===== src/rtl/event_block_packetizer_pkg.sv =====
// Shared encodings for the event block packetizer: FSM states, FIFO word types
// and the layout of the STATUS word.
package event_block_packetizer_pkg;

    localparam logic [2:0] ST_IDLE     = 3'd0;
    localparam logic [2:0] ST_HEADER   = 3'd1;
    localparam logic [2:0] ST_LENGTH   = 3'd2;
    localparam logic [2:0] ST_DATA     = 3'd3;
    localparam logic [2:0] ST_STATUS   = 3'd4;
    localparam logic [2:0] ST_CHECKSUM = 3'd5;
    localparam logic [2:0] ST_DONE     = 3'd6;

    localparam logic [1:0] END_OF_BLOCK = 2'b11;

    localparam int STATUS_EARLY_BIT = 15;
    localparam int STATUS_CLAMP_BIT = 14;

    function automatic logic [15:0] status_word(input logic early_end, input logic clamped);
        logic [15:0] w;
        w = '0;
        w[STATUS_EARLY_BIT] = early_end;
        w[STATUS_CLAMP_BIT] = clamped;
        return w;
    endfunction

endpackage


===== src/rtl/event_block_checksum.sv =====
// 16-bit XOR accumulator over the payload words of one block.
module event_block_checksum (
    input  logic        clk_i,
    input  logic        rst_i,
    input  logic        clr_i,
    input  logic        en_i,
    input  logic [15:0] din_i,
    output logic [15:0] sum_o
);

    logic [15:0] r_sum;

    always_ff @(posedge clk_i) begin
        if (rst_i || clr_i) begin
            r_sum <= '0;
        end else if (en_i) begin
            r_sum <= r_sum ^ din_i;
        end
    end

    assign sum_o = r_sum;

endmodule


===== src/rtl/event_block_packetizer.sv =====
// Wraps one event block from the muxed FIFO into a packet:
// header, length, payload, status, checksum.
module event_block_packetizer
    import event_block_packetizer_pkg::*;
#(
    parameter int          MAX_WORDS = 4096,
    parameter logic [7:0]  SYNC_BYTE = 8'hEB
) (
    input  logic        clk_i,
    input  logic        rst_i,
    input  logic        fifo_empty_i,
    input  logic [15:0] fifo_dat_i,
    input  logic [1:0]  fifo_type_i,
    input  logic [15:0] fifo_nwords_i,
    output logic        fifo_rd_o,
    output logic        fifo_block_done_o,
    output logic [15:0] dout_o,
    output logic        dout_valid_o,
    input  logic        dout_ready_i,
    output logic        busy_o,
    output logic [2:0]  dbg_state_o
);

    localparam logic [15:0] MAX_LEN = 16'(MAX_WORDS);

    logic [2:0]  r_state;
    logic [7:0]  r_seq;
    logic [15:0] r_count;
    logic [15:0] r_len;
    logic        r_clamped;
    logic        r_early_end;

    logic        w_valid;
    logic [15:0] w_dout;
    logic        w_xfer;
    logic        w_rd;
    logic        w_start;
    logic        w_eob;
    logic        w_last_word;
    logic [15:0] w_count_next;
    logic [15:0] w_sum;

    // Output word and valid per state. A word moves when dout_valid_o and
    // dout_ready_i are both high; once valid is raised the word is held until
    // it moves (in DATA the FIFO head holds it, since it only pops on a move).
    always_comb begin
        w_valid = 1'b0;
        w_dout  = '0;
        case (r_state)
            ST_HEADER: begin
                w_valid = 1'b1;
                w_dout  = {SYNC_BYTE, r_seq};
            end
            ST_LENGTH: begin
                w_valid = 1'b1;
                w_dout  = r_len;
            end
            ST_DATA: begin
                w_valid = !fifo_empty_i;
                w_dout  = fifo_dat_i;
            end
            ST_STATUS: begin
                w_valid = 1'b1;
                w_dout  = status_word(r_early_end, r_clamped);
            end
            ST_CHECKSUM: begin
                w_valid = 1'b1;
                w_dout  = w_sum;
            end
            default: begin
                w_valid = 1'b0;
                w_dout  = '0;
            end
        endcase
        if (rst_i) begin
            w_valid = 1'b0;
            w_dout  = '0;
        end
    end

    assign w_xfer       = w_valid && dout_ready_i;
    assign w_rd         = (r_state == ST_DATA) && w_xfer;
    assign w_start      = (r_state == ST_IDLE) && !fifo_empty_i;
    assign w_eob        = (fifo_type_i == END_OF_BLOCK);
    assign w_count_next = r_count + 16'd1;
    assign w_last_word  = (w_count_next == r_len) || w_eob;

    always_ff @(posedge clk_i) begin
        if (rst_i) begin
            r_state     <= ST_IDLE;
            r_seq       <= '0;
            r_count     <= '0;
            r_len       <= '0;
            r_clamped   <= 1'b0;
            r_early_end <= 1'b0;
        end else begin
            case (r_state)
                ST_IDLE: begin
                    if (w_start) begin
                        r_len       <= (fifo_nwords_i > MAX_LEN) ? MAX_LEN : fifo_nwords_i;
                        r_clamped   <= (fifo_nwords_i > MAX_LEN);
                        r_count     <= '0;
                        r_early_end <= 1'b0;
                        r_state     <= ST_HEADER;
                    end
                end
                ST_HEADER: begin
                    if (w_xfer) r_state <= ST_LENGTH;
                end
                ST_LENGTH: begin
                    if (w_xfer) r_state <= (r_len == 16'd0) ? ST_STATUS : ST_DATA;
                end
                ST_DATA: begin
                    if (w_rd) begin
                        r_count <= w_count_next;
                        if (w_last_word) begin
                            r_early_end <= w_eob && (w_count_next < r_len);
                            r_state     <= ST_STATUS;
                        end
                    end
                end
                ST_STATUS: begin
                    if (w_xfer) r_state <= ST_CHECKSUM;
                end
                ST_CHECKSUM: begin
                    if (w_xfer) r_state <= ST_DONE;
                end
                ST_DONE: begin
                    r_seq   <= r_seq + 8'd1;
                    r_state <= ST_IDLE;
                end
                default: r_state <= ST_IDLE;
            endcase
        end
    end

    event_block_checksum u_checksum (
        .clk_i (clk_i),
        .rst_i (rst_i),
        .clr_i (w_start),
        .en_i  (w_rd),
        .din_i (fifo_dat_i),
        .sum_o (w_sum)
    );

    assign dout_o            = w_dout;
    assign dout_valid_o      = w_valid;
    assign fifo_rd_o         = w_rd;
    assign fifo_block_done_o = (r_state == ST_DONE) && !rst_i;
    assign busy_o            = (r_state != ST_IDLE) && !rst_i;
    assign dbg_state_o       = r_state;

endmodule


===== config.mk =====
export PLATFORM = sky130hd
export DESIGN_NAME = event_block_packetizer
export DESIGN_NICKNAME = d
export VERILOG_FILES = /design/src/rtl/event_block_packetizer_pkg.sv /design/src/rtl/event_block_checksum.sv /design/src/rtl/event_block_packetizer.sv
export SDC_FILE = /design/constraint.sdc
export NUM_CORES = 1
export LEC_CHECK = 0
export ABC_AREA = 1
export BUFFER_PORTS_ARGS = -buffer_cell sky130_fd_sc_hd__buf_2
export CAP_MARGIN = 0
export CELL_PAD_IN_SITES_DETAIL_PLACEMENT = 0
export CELL_PAD_IN_SITES_GLOBAL_PLACEMENT = 2
export CORE_AREA = 3 3 110 112
export DETAILED_ROUTE_END_ITERATION = 8
export DIE_AREA = 0 0 113 115
export PLACE_DENSITY = 0.87
export SETUP_SLACK_MARGIN = 0.5
export SYNTH_ARGS = -nofsm -noshare
export SYNTH_HDL_FRONTEND = slang
export SYNTH_SLANG_ARGS = --single-unit

===== constraint.sdc =====
create_clock -name clk_i -period 3.6 [get_ports clk_i]
set_input_delay 0.54 -clock clk_i [delete_from_list [all_inputs] [get_ports clk_i]]
set_output_delay 0.54 -clock clk_i [all_outputs]
set_load 0.03 [all_outputs]

After elaboration in Yosys (flattened, before gate mapping)
Index checks and enable logic that the tools add are counted.
W data, S select, Z words.
{"block": "op_classes", "reduce_logical": 19, "bitwise": 1, "eq_ne": 15, "n_addsub": 2, "order_cmp": 2, "mux": 21}
{"operator": "$pmux W16 S5", "count": 1}
{"operator": "$mux W16", "count": 4}
{"operator": "$pmux W16 S2", "count": 1}
{"operator": "$mux W3", "count": 8}
{"operator": "$pmux W3 S6", "count": 1}
{"operator": "$add A16 B1 Y16 const B", "count": 1}
{"operator": "$eq A16 B16 Y1", "count": 1}
{"operator": "$gt A16 B13 Y1 const B", "count": 1}
{"operator": "$logic_not A16 Y1", "count": 1}
{"operator": "$lt A16 B16 Y1", "count": 1}
{"operator": "$xor A16 B16 Y16", "count": 1}
{"operator": "$ne A2 B2 Y1 const B", "count": 6}
{"operator": "$eq A3 B3 Y1 const B", "count": 3}
{"operator": "$add A8 B1 Y8 const B", "count": 1}
{"operator": "$reduce_and A7 Y1", "count": 1}
{"operator": "$eq A3 B2 Y1 const B", "count": 2}
{"operator": "$logic_and A1 B1 Y1", "count": 6}
{"operator": "$mux W1", "count": 4}
{"operator": "$pmux W1 S2", "count": 2}
{"operator": "$reduce_and A4 Y1", "count": 1}
{"operator": "$reduce_or A4 Y1", "count": 1}
{"operator": "$eq A3 B1 Y1 const B", "count": 1}
{"operator": "$logic_not A3 Y1", "count": 1}
{"operator": "$reduce_and A3 Y1", "count": 1}
{"operator": "7 further kinds", "count": 9}
{"block": "totals", "elab_cells": 67, "register_bits": 61, "out_inout_bits": 23, "in_bits": 38}

Depth between registers and ports, before layout
{"block": "logic_depth", "ltp_word": 8, "ltp_mapped": 18, "depth_no_buf": 18}

Hierarchy
A second synthesis with hierarchy kept.
{"block": "hier_totals", "cells_unflattened": 575, "area_unflattened_um2": 3942.5}
{"mod": "event_block_packetizer", "cells_each": 490, "area_per_inst_um2": 3285.7, "instances": 1}
{"mod": "event_block_checksum", "cells_each": 85, "area_per_inst_um2": 656.9, "instances": 1}

Worst setup path after synthesis
OpenSTA, ideal clock, no wires.
{"block": "synth_path", "kind": "register to output", "startpoint": "register r_state[1], in the netlist dbg_state_o[1]", "endpoint": "output dout_o[15]", "setup_slack_ps": 959, "arrival_ps": 2101, "path_stages_with_launch": 7, "t_required_ps": 3060, "n_path_buf": 2, "cell_sequence": "dfxtp_1 inv_2 nor3_4 buf_2 buf_1 a22oi_1 a41oi_1"}
{"block": "synth_via", "elab_chain_len": 3, "elab_cells_between_ends": 7, "cone_classes": "eq/ne (5); mux (2)"}
{"element": "start, declared", "line": "event_block_packetizer.sv:26", "text": "logic [2:0] r_state;"}
{"element": "start signal, assigned", "line": "event_block_packetizer.sv:111", "text": "if (w_xfer) r_state <= (r_len == 16'd0) ? ST_STATUS : ST_DATA;"}
{"element": "$eq A3 B3 Y1 (tied with other cells)", "line": "event_block_packetizer.sv:49", "text": "case (r_state)"}
{"element": "$pmux W16 S5 *", "line": "event_block_packetizer.sv:49"}
{"element": "$mux W16 *", "line": "event_block_packetizer.sv:75", "text": "if (rst_i) begin"}
{"element": "end, declared", "line": "event_block_packetizer.sv:17", "text": "output logic [15:0] dout_o,"}
Every way passes the cells marked *; elsewhere a longest branch is shown, timed or not.

Final worst setup path
Ends and elaborated chain as after synthesis.

==> results.toml <==
[route]
wirelength_mm = 11.9
antenna_left = 0
via_per_inst = 5.04
vias = 3867
drt-pass1-iter-count = 7
initialDrtViolationCount = 252
drc = 0
routedWlPerCell_um = 15.6

[sta]
tns_ns = 0
rsz0062_at_grt = "false"
final_hold_viol_count = 0
fin_skew_ns = 0.0111
fmax_mhz = 341
min_period_ns = 2.93
max_slew_margin = 0.488
fin_crit_sh = 0.814
slew_violations = 0
tightestPinTransition_ns = 0.765
fin_ws_ns = 0.670
setup_viol = 0

[cells_and_area]
fin_nets = 677
area_growth_pct = 21.3
diodes = 0
fill_cells = 1245
drive_gt1_frac = 0.151
final_util = 0.397

[clocking]
cts_buffers = 9
clockBufferDepth = 2
h-tree-depth = 3
root_buffer = "clkbuf_16"
clk_latency_ns = 0.34
clock_sinks = 61
cts_tree = "yes"
path_clk_slew_ns = 0.06

[power]
powerDensity_nw_per_um2 = 525
ir_drop_mv = 0.282
p_leak_nw = 1.93

[setup_path]
endpoint_kind = "primary output"
rr_worst_depth = 17
worstPathRequired_ns = 3.06
path_max_fanout = 15
critPathLaunchType = "register"
path_class = "register to primary output"
cp.arrival_ns = 2.39

[logic_synthesis]
syn_inst = 561
synth_area_um2 = 3710
synth.area.mux_share = 0
synth.distinct_cells = 33
synthAdderAreaFrac = 0.0675
synthSimpleGateAreaFrac = 0.334
synth_xor_area_frac = 0.0307
synth_top_family_by_area = "simple AND/OR/NAND/NOR gates"
synth-compound-area-share = 0.145
ys_ff_latch = 61
ys_seq_area_frac = 0.329
yosys_warnings = 0
syn_avg_cell_area_um2 = 6.61
synth_nets = 619

[grt]
grtUsageTotal = 0.195
antenna_found_initial = 0
grt_pass1_wl_mm = 19.7
gr-total-overflow = 0
first_global_vias = 3694
grt_max_degree = 39

[floorplanning]
coreArea_um2 = 11300
die_w_um = 113
start_util = 0.327
rows = 39
fp.dieArea_um2 = 13000
die_h_um = 115
boundaryPins = 61

[placed_design]
dp_slack_ns = 0.740
numPortBuffers = 60
hpwl_mm = 8.85
gp_congestion = 0.833

[run_status]
outcome = "completed"

[hold_path]
min_path_cells = 3
hold_class = "input port to register"

[run]
drv_cap = 0
==> area by class of cell <==
cell class                 instances  area (µm²)  area share
clock buffer                      10         239      0.0531
inverter                          63         236      0.0526
timing repair buffer              71         383      0.0851
multi-input combinational        413        2150       0.477
clock inverter                     6        93.8      0.0209
sequential                        61        1220       0.271
tap                              143         179      0.0398
==> registers in the layout, summed over array words and instances (netlist names) <==
signal / flops
r_len: 16
r_clamped: 1
r_early_end: 1
dbg_state_o: 3
u_checksum.sum_o: 16
r_count: 16
r_seq: 8
==> cells in the mapped netlist (all sizes together) <==
library cell | count | area share
nand2 | 136 | 0.14
nor2 | 71 | 0.073
inv | 62 | 0.063
dfxtp | 61 | 0.33
a21oi | 51 | 0.069
nand3 | 49 | 0.069
ha | 20 | 0.067
nand4 | 19 | 0.034
o21ai | 18 | 0.024
a221oi | 12 | 0.028
buf | 12 | 0.018
clkbuf | 12 | 0.012
nor3 | 8 | 0.014
xnor2 | 7 | 0.017
xor2 | 6 | 0.014
a22oi | 5 | 0.010
o22ai | 3 | 0.0051
nor4 | 2 | 0.0034
a31oi | 1 | 0.0017
a41oi | 1 | 0.0024
clkinv | 1 | 0.0010
nor3b | 1 | 0.0020
o211ai | 1 | 0.0020
o21a | 1 | 0.0020
or3 | 1 | 0.0017
==> repair_timing <==
item,4_1_cts,5_1_grt
endpoints found under the hold margin,0,0
hold buffers,0,0
endpoints found under the setup margin,0,6
resized for setup,0,1
setup buffers,0,0
==> layout by cell type, fill, tap and decap left out, drive strengths merged, types with 10 or more instances in the layout <==
master	count
ha	20
a221oi	12
nor2	71
dfxtp	61
inv	64
nand3	49
buf	71
o21ai	18
clkbuf	10
nand4	19
nand2	136
a21oi	51
==> power by group <==
| part | internal (mW) | switching, mW |
|---|---|---|
| Sequential | 0.706 | 0.0377 |
| Combinational | 0.184 | 0.459 |
| Clock | 0.631 | 0.346 |
| Total | 1.52 | 0.842 |
==> layer usage <==
layer	vias to the layer above	GRT usage	part of all wire
met4	0	0.0801	0.025
met1	1771	0.267	0.48
met3	18	0.0347	0.061
met5	-	0	0
li1	1986	-	-
met2	92	0.303	0.44
==> path summary, 6_finish.rpt <==
kind / slack, ns / to / from
worst min register to register: 0.46 / r_len[7] / r_len[7]
worst min-delay path: 0.45 / r_len[10] / fifo_nwords_i[10]
worst max register to register: 0.83 / dbg_state_o[0] / r_count[0]
worst max-delay path: 0.67 / dout_o[15] / dbg_state_o[1]
==> cell families (layout without fill, tap and decap cells) <==
kind of cell             after synthesis  count (layout)
AND/OR/NAND/NOR                      287             287
AO/OA/AOI/OAI                         93              93
buffers and inverters                 87             150
flip-flops                            61              61
adder cells (fa/ha/maj)               20              20
XOR/XNOR                              13              13
==> worst max-delay path: stages, from the launching register on <==
cell and delay (ns):
dfxtp_1 0.51, inv_2 0.12, nor3_4 0.61, buf_4 0.30, a22oi_1 0.07, a41oi_1 0.20, buf_2 0.24
==> stage by stage <==
stage               instances  instance area (µm²)  hold slack (ns)  power, mW
floorplan                 561                 3710            0.427       1.19
global placement          751                 4160            0.445       1.40
detailed placement        751                 4160            0.447       1.40
CTS                       767                 4500            0.454       2.38
global route              767                 4500            0.466       2.50
finish                    767                 4500            0.454       2.36
(Power assumes the default switching activity.)
